===== src/rtl/set_pkg.sv =====
// set_pkg: shared state encoding, grid defaults, mode codes and field offsets for the circle-set scanner
package set_pkg;
  typedef enum logic [1:0] {IDLE, SCAN, DONE} state_t;
  localparam int GRID_DEF = 8;
  localparam int POS_W = 5;
  localparam logic [1:0] MODE_A = 2'b00, MODE_AND = 2'b01, MODE_XOR = 2'b10, MODE_TWO = 2'b11;
  localparam int XA_OFF = 20, YA_OFF = 16, XB_OFF = 12, YB_OFF = 8, XC_OFF = 4, YC_OFF = 0;
  localparam int RA_SQ_OFF = 16, RB_SQ_OFF = 8, RC_SQ_OFF = 0;
  function automatic logic [7:0] sq4(input logic [3:0] v);
    return {4'd0, v} * {4'd0, v};
  endfunction
endpackage


===== src/rtl/grid_scan_cnt.sv =====
// grid_scan_cnt: raster x/y counter over 1..GRID with start, step and last-point flag
module grid_scan_cnt #(
  parameter int GRID = 8,
  parameter int W = 5
) (
  input  logic         clk,
  input  logic         rst_n,
  input  logic         start,
  input  logic         step,
  output logic [W-1:0] x,
  output logic [W-1:0] y,
  output logic         last
);
  assign last = (x == W'(GRID)) && (y == W'(GRID));
  always_ff @(posedge clk or negedge rst_n) begin
    if (!rst_n) begin
      x <= '0;
      y <= '0;
    end else if (start) begin
      x <= W'(1);
      y <= W'(1);
    end else if (step) begin
      x <= last ? '0 : (x == W'(GRID)) ? W'(1) : x + W'(1);
      y <= last ? '0 : (x == W'(GRID)) ? y + W'(1) : y;
    end
  end
endmodule


===== src/rtl/set_scan_ctrl.sv =====
// set_scan_ctrl: latches a circle-set job, scans the grid through the evaluator and reports the activated count
module set_scan_ctrl
  import set_pkg::*;
#(
  parameter int GRID = GRID_DEF,
  parameter int CNT_W = 7
) (
  input  logic        clk,
  input  logic        rst_n,
  input  logic        en,
  input  logic [23:0] central,
  input  logic [11:0] radius,
  input  logic [1:0]  mode,
  output logic [23:0] eval_central,
  output logic [23:0] eval_radius_square,
  output logic [1:0]  eval_mode,
  output logic [4:0]  position_x,
  output logic [4:0]  position_y,
  input  logic        activated,
  output logic        busy,
  output logic        valid,
  output logic [7:0]  candidate
);
  state_t state, state_nx;
  logic start, step, last;
  logic [CNT_W-1:0] count, cand;
  grid_scan_cnt #(.GRID(GRID), .W(POS_W)) u_cnt (
    .clk(clk), .rst_n(rst_n), .start(start), .step(step),
    .x(position_x), .y(position_y), .last(last)
  );
  always_ff @(posedge clk or negedge rst_n) begin
    if (!rst_n) state <= IDLE;
    else state <= state_nx;
  end
  always_comb begin
    state_nx = state;
    start = 1'b0;
    step = 1'b0;
    case (state)
      IDLE: begin
        start = en;
        state_nx = en ? SCAN : IDLE;
      end
      SCAN: begin
        step = 1'b1;
        state_nx = last ? DONE : SCAN;
      end
      default: state_nx = IDLE;
    endcase
  end
  assign busy = state != IDLE;
  assign valid = state == DONE;
  assign candidate = 8'(cand);
  // the final point's result is folded in as candidate loads, so it is visible alongside valid
  always_ff @(posedge clk or negedge rst_n) begin
    if (!rst_n) begin
      eval_central <= '0;
      eval_radius_square <= '0;
      eval_mode <= '0;
      count <= '0;
      cand <= '0;
    end else begin
      if (start) begin
        eval_central <= central;
        eval_mode <= mode;
        eval_radius_square[RA_SQ_OFF +: 8] <= sq4(radius[11:8]);
        eval_radius_square[RB_SQ_OFF +: 8] <= sq4(radius[7:4]);
        eval_radius_square[RC_SQ_OFF +: 8] <= sq4(radius[3:0]);
        count <= '0;
      end
      if (step) count <= count + CNT_W'(activated);
      if (step && last) cand <= count + CNT_W'(activated);
    end
  end
endmodule


===== config.mk =====
export PLATFORM = sky130hd
export DESIGN_NAME = set_scan_ctrl
export DESIGN_NICKNAME = d
export VERILOG_FILES = /design/src/rtl/set_pkg.sv /design/src/rtl/grid_scan_cnt.sv /design/src/rtl/set_scan_ctrl.sv
export SDC_FILE = /design/constraint.sdc
export NUM_CORES = 1
export LEC_CHECK = 0
export CORE_MARGIN = 10
export CORE_UTILIZATION = 39
export CTS_BUF_LIST = sky130_fd_sc_hd__clkbuf_2
export CTS_CLUSTER_SIZE = 16
export DETAILED_ROUTE_END_ITERATION = 16
export GPL_ROUTABILITY_DRIVEN = 0
export HOLD_SLACK_MARGIN = 0.03
export MAX_ROUTING_LAYER = met4
export PLACE_DENSITY = 0.78
export SLEW_MARGIN = 25
export SYNTH_ARGS = -nofsm -noshare
export SYNTH_HDL_FRONTEND = slang
export SYNTH_SLANG_ARGS = --single-unit
export TNS_END_PERCENT = 50

===== constraint.sdc =====
create_clock -name clk -period 1.83 [get_ports clk]
set_input_delay 0.366 -clock clk [delete_from_list [all_inputs] [get_ports clk]]
set_output_delay 0.366 -clock clk [all_outputs]
set_load 0.01 [all_outputs]

==> impl_metrics.py <==
metrics = {
    "logic_synthesis": {
        "netlist.area_leader.share_pct": 51.2,
        "synth_area_leaders": "dfrtp_1 (51%), nand2_1 (14%), ha_1 (5.3%)",
        "ys_async_sr_fraction_pct": 100,
        "yosys.area.top_type": "dfrtp_1",
        "synthCells": 375,
        "netlist_area_um2": 3570,
        "synth_area_per_cell_um2": 9.52,
        "synth_edf_count": 0,
        "yosys_warnings": 0,
        "ys_seq_elements": 73,
        "ys.flop_type": "dfrtp_1",
        "yosysSeqAreaShare_pct": 51.2,
        "ys_types": 49,
    },
    "global_route": {
        "grt_start_max_net_pins": 40,
        "grt_use_total_pct": 15.5,
        "grtUsageMet1_pct": 18.1,
        "met3_usage_pct": 3.72,
        "grt_pass1_vias": 3274,
        "grt_busiest_layer": "met2",
        "use_met2_pct": 25.5,
        "grt_pass1_wl_um": 16100,
        "antenna_found_initial": 1,
        "overflow": 0,
    },
    "timing": {
        "min_period_ps": 1750,
        "max_freq_mhz": 572,
        "min_period_over_period_pct": 95.6,
        "final.setup.tns_ps": 0,
        "hold_viol_final": 0,
        "maxSlewViolCount": 0,
        "clock_skew_ps": 23.8,
        "final.setup.worst_slack_ps": 80.4,
        "hold_slack_ps": 346,
        "setup_viol": 0,
    },
    "final_layout": {
        "area_growth_pct": 45.5,
        "fin_nets": 579,
        "layout_commonest_cell": "nand2_1",
        "fin_area_um2": 5190,
        "drive_gt1_share_pct": 16.2,
        "layout_common_cells": "nand2_1 (128), dfrtp_1 (69), dlygate4sd2_1 (46)",
    },
    "place": {
        "place_area_um2": 4980,
        "post-place-ws_ps": -487,
        "portBuffers": 107,
        "dpl.hpwl_um": 7360,
    },
    "cts": {
        "ctsHtreeMaxLevel": 3,
        "clkTransAtPathRegs_ps": 220,
        "cts_buffers": 9,
        "clockRootBuffer": "clkbuf_2",
        "clockBufferDepth": 2,
        "clock_latency_ps": 480,
        "cts_tree": "yes",
        "numClockSinks": 73,
    },
    "worst_setup_path": {
        "required_ps": 2190,
        "path_max_fanout": 4,
        "arrival_ps": 2110,
        "worstSetupPathType": "input pin to flip-flop",
        "critPathCaptureType": "flip-flop",
        "cp-start-kind": "input pin",
    },
    "die": {
        "dieHeight_um": 116,
        "start_util_pct": 40.5,
        "io_pins": 112,
        "fp.dieW_um": 116,
        "dieArea_um2": 13400,
        "core_region_area_um2": 8810,
        "core.rowCount": 34,
    },
    "pwr": {
        "clkPwrFrac_pct": 28.4,
        "p_sw_share_pct": 27.2,
        "switchingPower_uw": 834,
        "combPwrFrac_pct": 14.4,
        "pwr-share-seq_pct": 57.2,
        "ir_worst_vdd_uv": 316,
        "leakage_uw": 0.00308,
        "p_per_area_nw_per_um2": 590,
        "p_int_uw": 2230,
        "total_power_uw": 3060,
    },
    "run_status": {
        "status": "finished, final reports clean",
    },
    "detailed_routing": {
        "vias": 3103,
        "avgRoutedWirePerCell_um": 15.7,
        "finalWirelength_um": 9950,
        "drc": 0,
        "first_pass_iters": 4,
        "drtIter0Drc": 165,
        "drtAntennaViolNets": 0,
        "via_per_inst": 4.89,
    },
    "run": {
        "cap_viol_max_count": 0,
    },
    "min_path": {
        "holdCritPathClass": "input pin to asynchronous set/reset pin",
    },
}
==> layout make-up <==
class,count,area [um^2]
fillers,792,3610
clock inverters,6,60.1
clock buffers,9,45.0
well taps,108,135
flip-flops and latches,73,1830
multi-input cells,277,1650
diodes,1,2.50
inverters,9,33.8
repair buffers,151,1440
==> layer usage <==
metal,vias to the layer above,wire (um)
met5,-,0
met4,0,158
met3,15,605
met2,93,4900
met1,1466,4290
li1,1529,-
==> critical path, stage by stage <==
cell	delay, ps
clkdlybuf4s50_1	500
nor2b_1	190
ha_1	290
a21oi_1	210
a21boi_0	160
o311ai_1	300
nand2_1	100
==> final timing paths <==
path                                          endpoint  slack, ps  depth (start not counted)                    from
worst max-delay path            eval_radius_square[15]         80                          7               radius[6]
worst min-delay path                        u_cnt.x[3]        350                          2                   rst_n
worst max register to register              u_cnt.y[2]        110                          7              u_cnt.x[1]
worst min register to register  eval_radius_square[10]        480                          2  eval_radius_square[10]
max in group asynchronous                      cand[0]        870                          3                   rst_n
min in group clk                       eval_central[1]        390                          3              central[1]
==> cell families after synthesis <==
family | count (synthesis) | synth area share (%)
AOI/OAI and AO/OA | 49 | 9.26
buffers and inverters | 28 | 3.68
DFF | 73 | 51.2
and+or+nand+nor | 186 | 24.0
other | 1 | 0.105
adders and majority gates | 16 | 5.82
muxes | 8 | 2.49
xor gates and xnor gates | 14 | 3.44
==> per-stage QoR <==
stage               util (%)  instances
floorplan                  -        378
global placement        56.6        606
detailed placement      56.6        606
CTS                     58.2        632
global route            59.0        634
finish                  59.0        634
==> synthesized netlist by cell type, drive strengths merged, types with 2 or more instances <==
master	count
mux2	7
o21ai	15
nor2	12
ha	15
buf	13
nand2b	3
a22o	5
xnor2	7
nand3	8
a31oi	4
a21o	3
nor2b	6
and2	14
clkbuf	6
or3	2
a21oi	6
dfrtp	73
o21a	2
inv	9
o31ai	4
and4bb	2
nor3	2
nand3b	3
nand2	130
xor2	7
and3	2
o311ai	2
==> registers in the layout, indices dropped and copies added, names as in the netlist <==
register            flops
eval_central           24
eval_radius_square     21
cand                    7
count                   7
u_cnt.x                 5
u_cnt.y                 5
eval_mode               2
state                   2
==> repair_timing <==
item | CTS | global route
pin swaps | 0 | 1
hold buffers | 1 | 0
gates cloned | 0 | 0
endpoints found under the setup margin | 48 | 23
buffers inserted | 10 | 1
resized for setup | 53 | 25
hold endpoints to repair | 34 | 0
==> power groups by stage <==
stage | Sequential, uW | Clock [uW] | Combinational (uW)
CTS | 1750 | 917 | 447
finish | 1750 | 870 | 441
floorplan | 1760 | 0 | 219
global placement | 1770 | 0 | 426
detailed placement | 1780 | 0 | 442
global route | 1760 | 983 | 494
No activity file was read; power rests on OpenSTA's default activity.
==> RTL edit: new RTL, config.mk and constraints unchanged <==
`CNT_W`: 7 -> 14.
--- a/src/rtl/set_scan_ctrl.sv
+++ b/src/rtl/set_scan_ctrl.sv
@@ -5,3 +5,3 @@
   parameter int GRID = GRID_DEF,
-  parameter int CNT_W = 7
+  parameter int CNT_W = 14
 ) (
Check against the original RTL: no difference found for any inputs over 10 cycles, from zero or initial values and one cycle with rst_n low; that may be too few to reach the edited logic, so the function may still have changed.
==> RTL edit against the unedited design <==
The flow now finishes with violations (negative setup slack); wire length increased by 2.9%; worst setup slack worse by 91 ps; design area increased by 4.9%; sequential cell count is 2 higher; synthesized area is 4.1% higher; fmax fell by 4.9%; sequential share of layout area down 0.75 points; largest cell class unchanged.
Power is not compared: it rests on default switching activity, and its combinational part moved more than twofold at a synthesized area within 25%.
==> RTL edit: results (changes against the unedited design) <==
- Status: complete, but fails checks
- Failing checks: negative setup slack
- Via count: 3415 (+10%)
- Global Route Usage Sum: 15.27% (-0.21 points)
- Post-synthesis mux area share: 2.122% (-0.37 points)
- Distinct cell type count after synthesis: 44 (-10%)
- Initial DRC Count: 106 (-36%)
- Post-CTS resize count: 65 (+23%)
- Sequential cell area share: 34.53% (-0.75 points)
- PnR worst setup slack: -10.71 ps (-91.08 ps)
- Layout clock area frac: 1.654% (-0.37 points)
- Filler instances: 857 (+8.2%)
- Crit-path leading delay family: buffers and inverters
- DP Worst Slack: -587.2 ps (-99.70 ps)
- Ranking of synthesized cells by area: dfrtp_1 51%, nand2_1 14%, ha_1 5.1%
- Clock Pin Slew Worst Setup and Hold Paths: 240 ps (+20 ps)
- Final layout net count: 622 (+7.4%)
- Post-CTS setup buffers: 15 (+5)
- Post-synth top cells: 135 x nand2_1, 75 x dfrtp_1, 22 x o21ai_0, 15 x ha_1, 14 x inv_1
- Area post-placement: 5221 um2 (+4.8%)
- Vias in the first global route: 3573 (+9.1%)
- Synth Area in XOR/XNOR: 2.593% (-0.84 points)
- Synthesis-stage register bit count: 75 (+2.7%)
- Final setup violation count: 1 (+1)
- Comb_multi_in: 292 (+5.4%)
- Clk_skew: 34.33 ps (+10.49 ps)
- Sequential area share after synthesis: 50.52% (-0.67 points)
- Layout cells sized above 1: 18.34% (+2.2 points)
- Hpwl dp: 7838 um (+6.4%)
- Complex-gate fraction of the synthesized area: 10.47% (+1.2 points)
- First-pass GRT wire length: 17220 um (+6.8%)
- Port Buffers: 108 (+0.93%)
- Largest net degree at the start of global routing: 49 (+23%)
- CP max stage delay: 470 ps (-30 ps)
- Area of the multi-input gates: 1740 um2 (+5.6%)
- Row count: 35 (+2.9%)
- Placed insts: 660 (+8.9%)
RTL edit: cell count changes in the layout (fill, tap and decap cells not counted), sizes merged, moves of 4 or more:
cell / delta
dlygate4sd2: +12
inv: +6
nand2: +6
a22o: -5
nor2: -4
buf: +18
dlymetal6s2s: -11
o21ai: +7
RTL edit: final timing paths:
path | start | endpoint | slack [ps] | cells past startpoint
worst max-delay path | radius[10] | eval_radius_square[23] | -10 | 8
worst min-delay path | rst_n | eval_central[5] | 320 | 2
worst max register to register | u_cnt.x[1] | u_cnt.y[2] | 50 | 7
worst min register to register | eval_radius_square[18] | eval_radius_square[18] | 490 | 2
max in group asynchronous | rst_n | u_cnt.y[2] | 870 | 3
min in group clk | central[7] | eval_central[7] | 360 | 3
RTL edit: layer usage:
layer	routed length, um	vias to the layer above	global-route usage, %
li1	-	1663	-
met1	4278	1647	16.31
met2	5319	88	26.85
met3	460	17	3.453
met4	182	0	5.951
met5	0	-	-
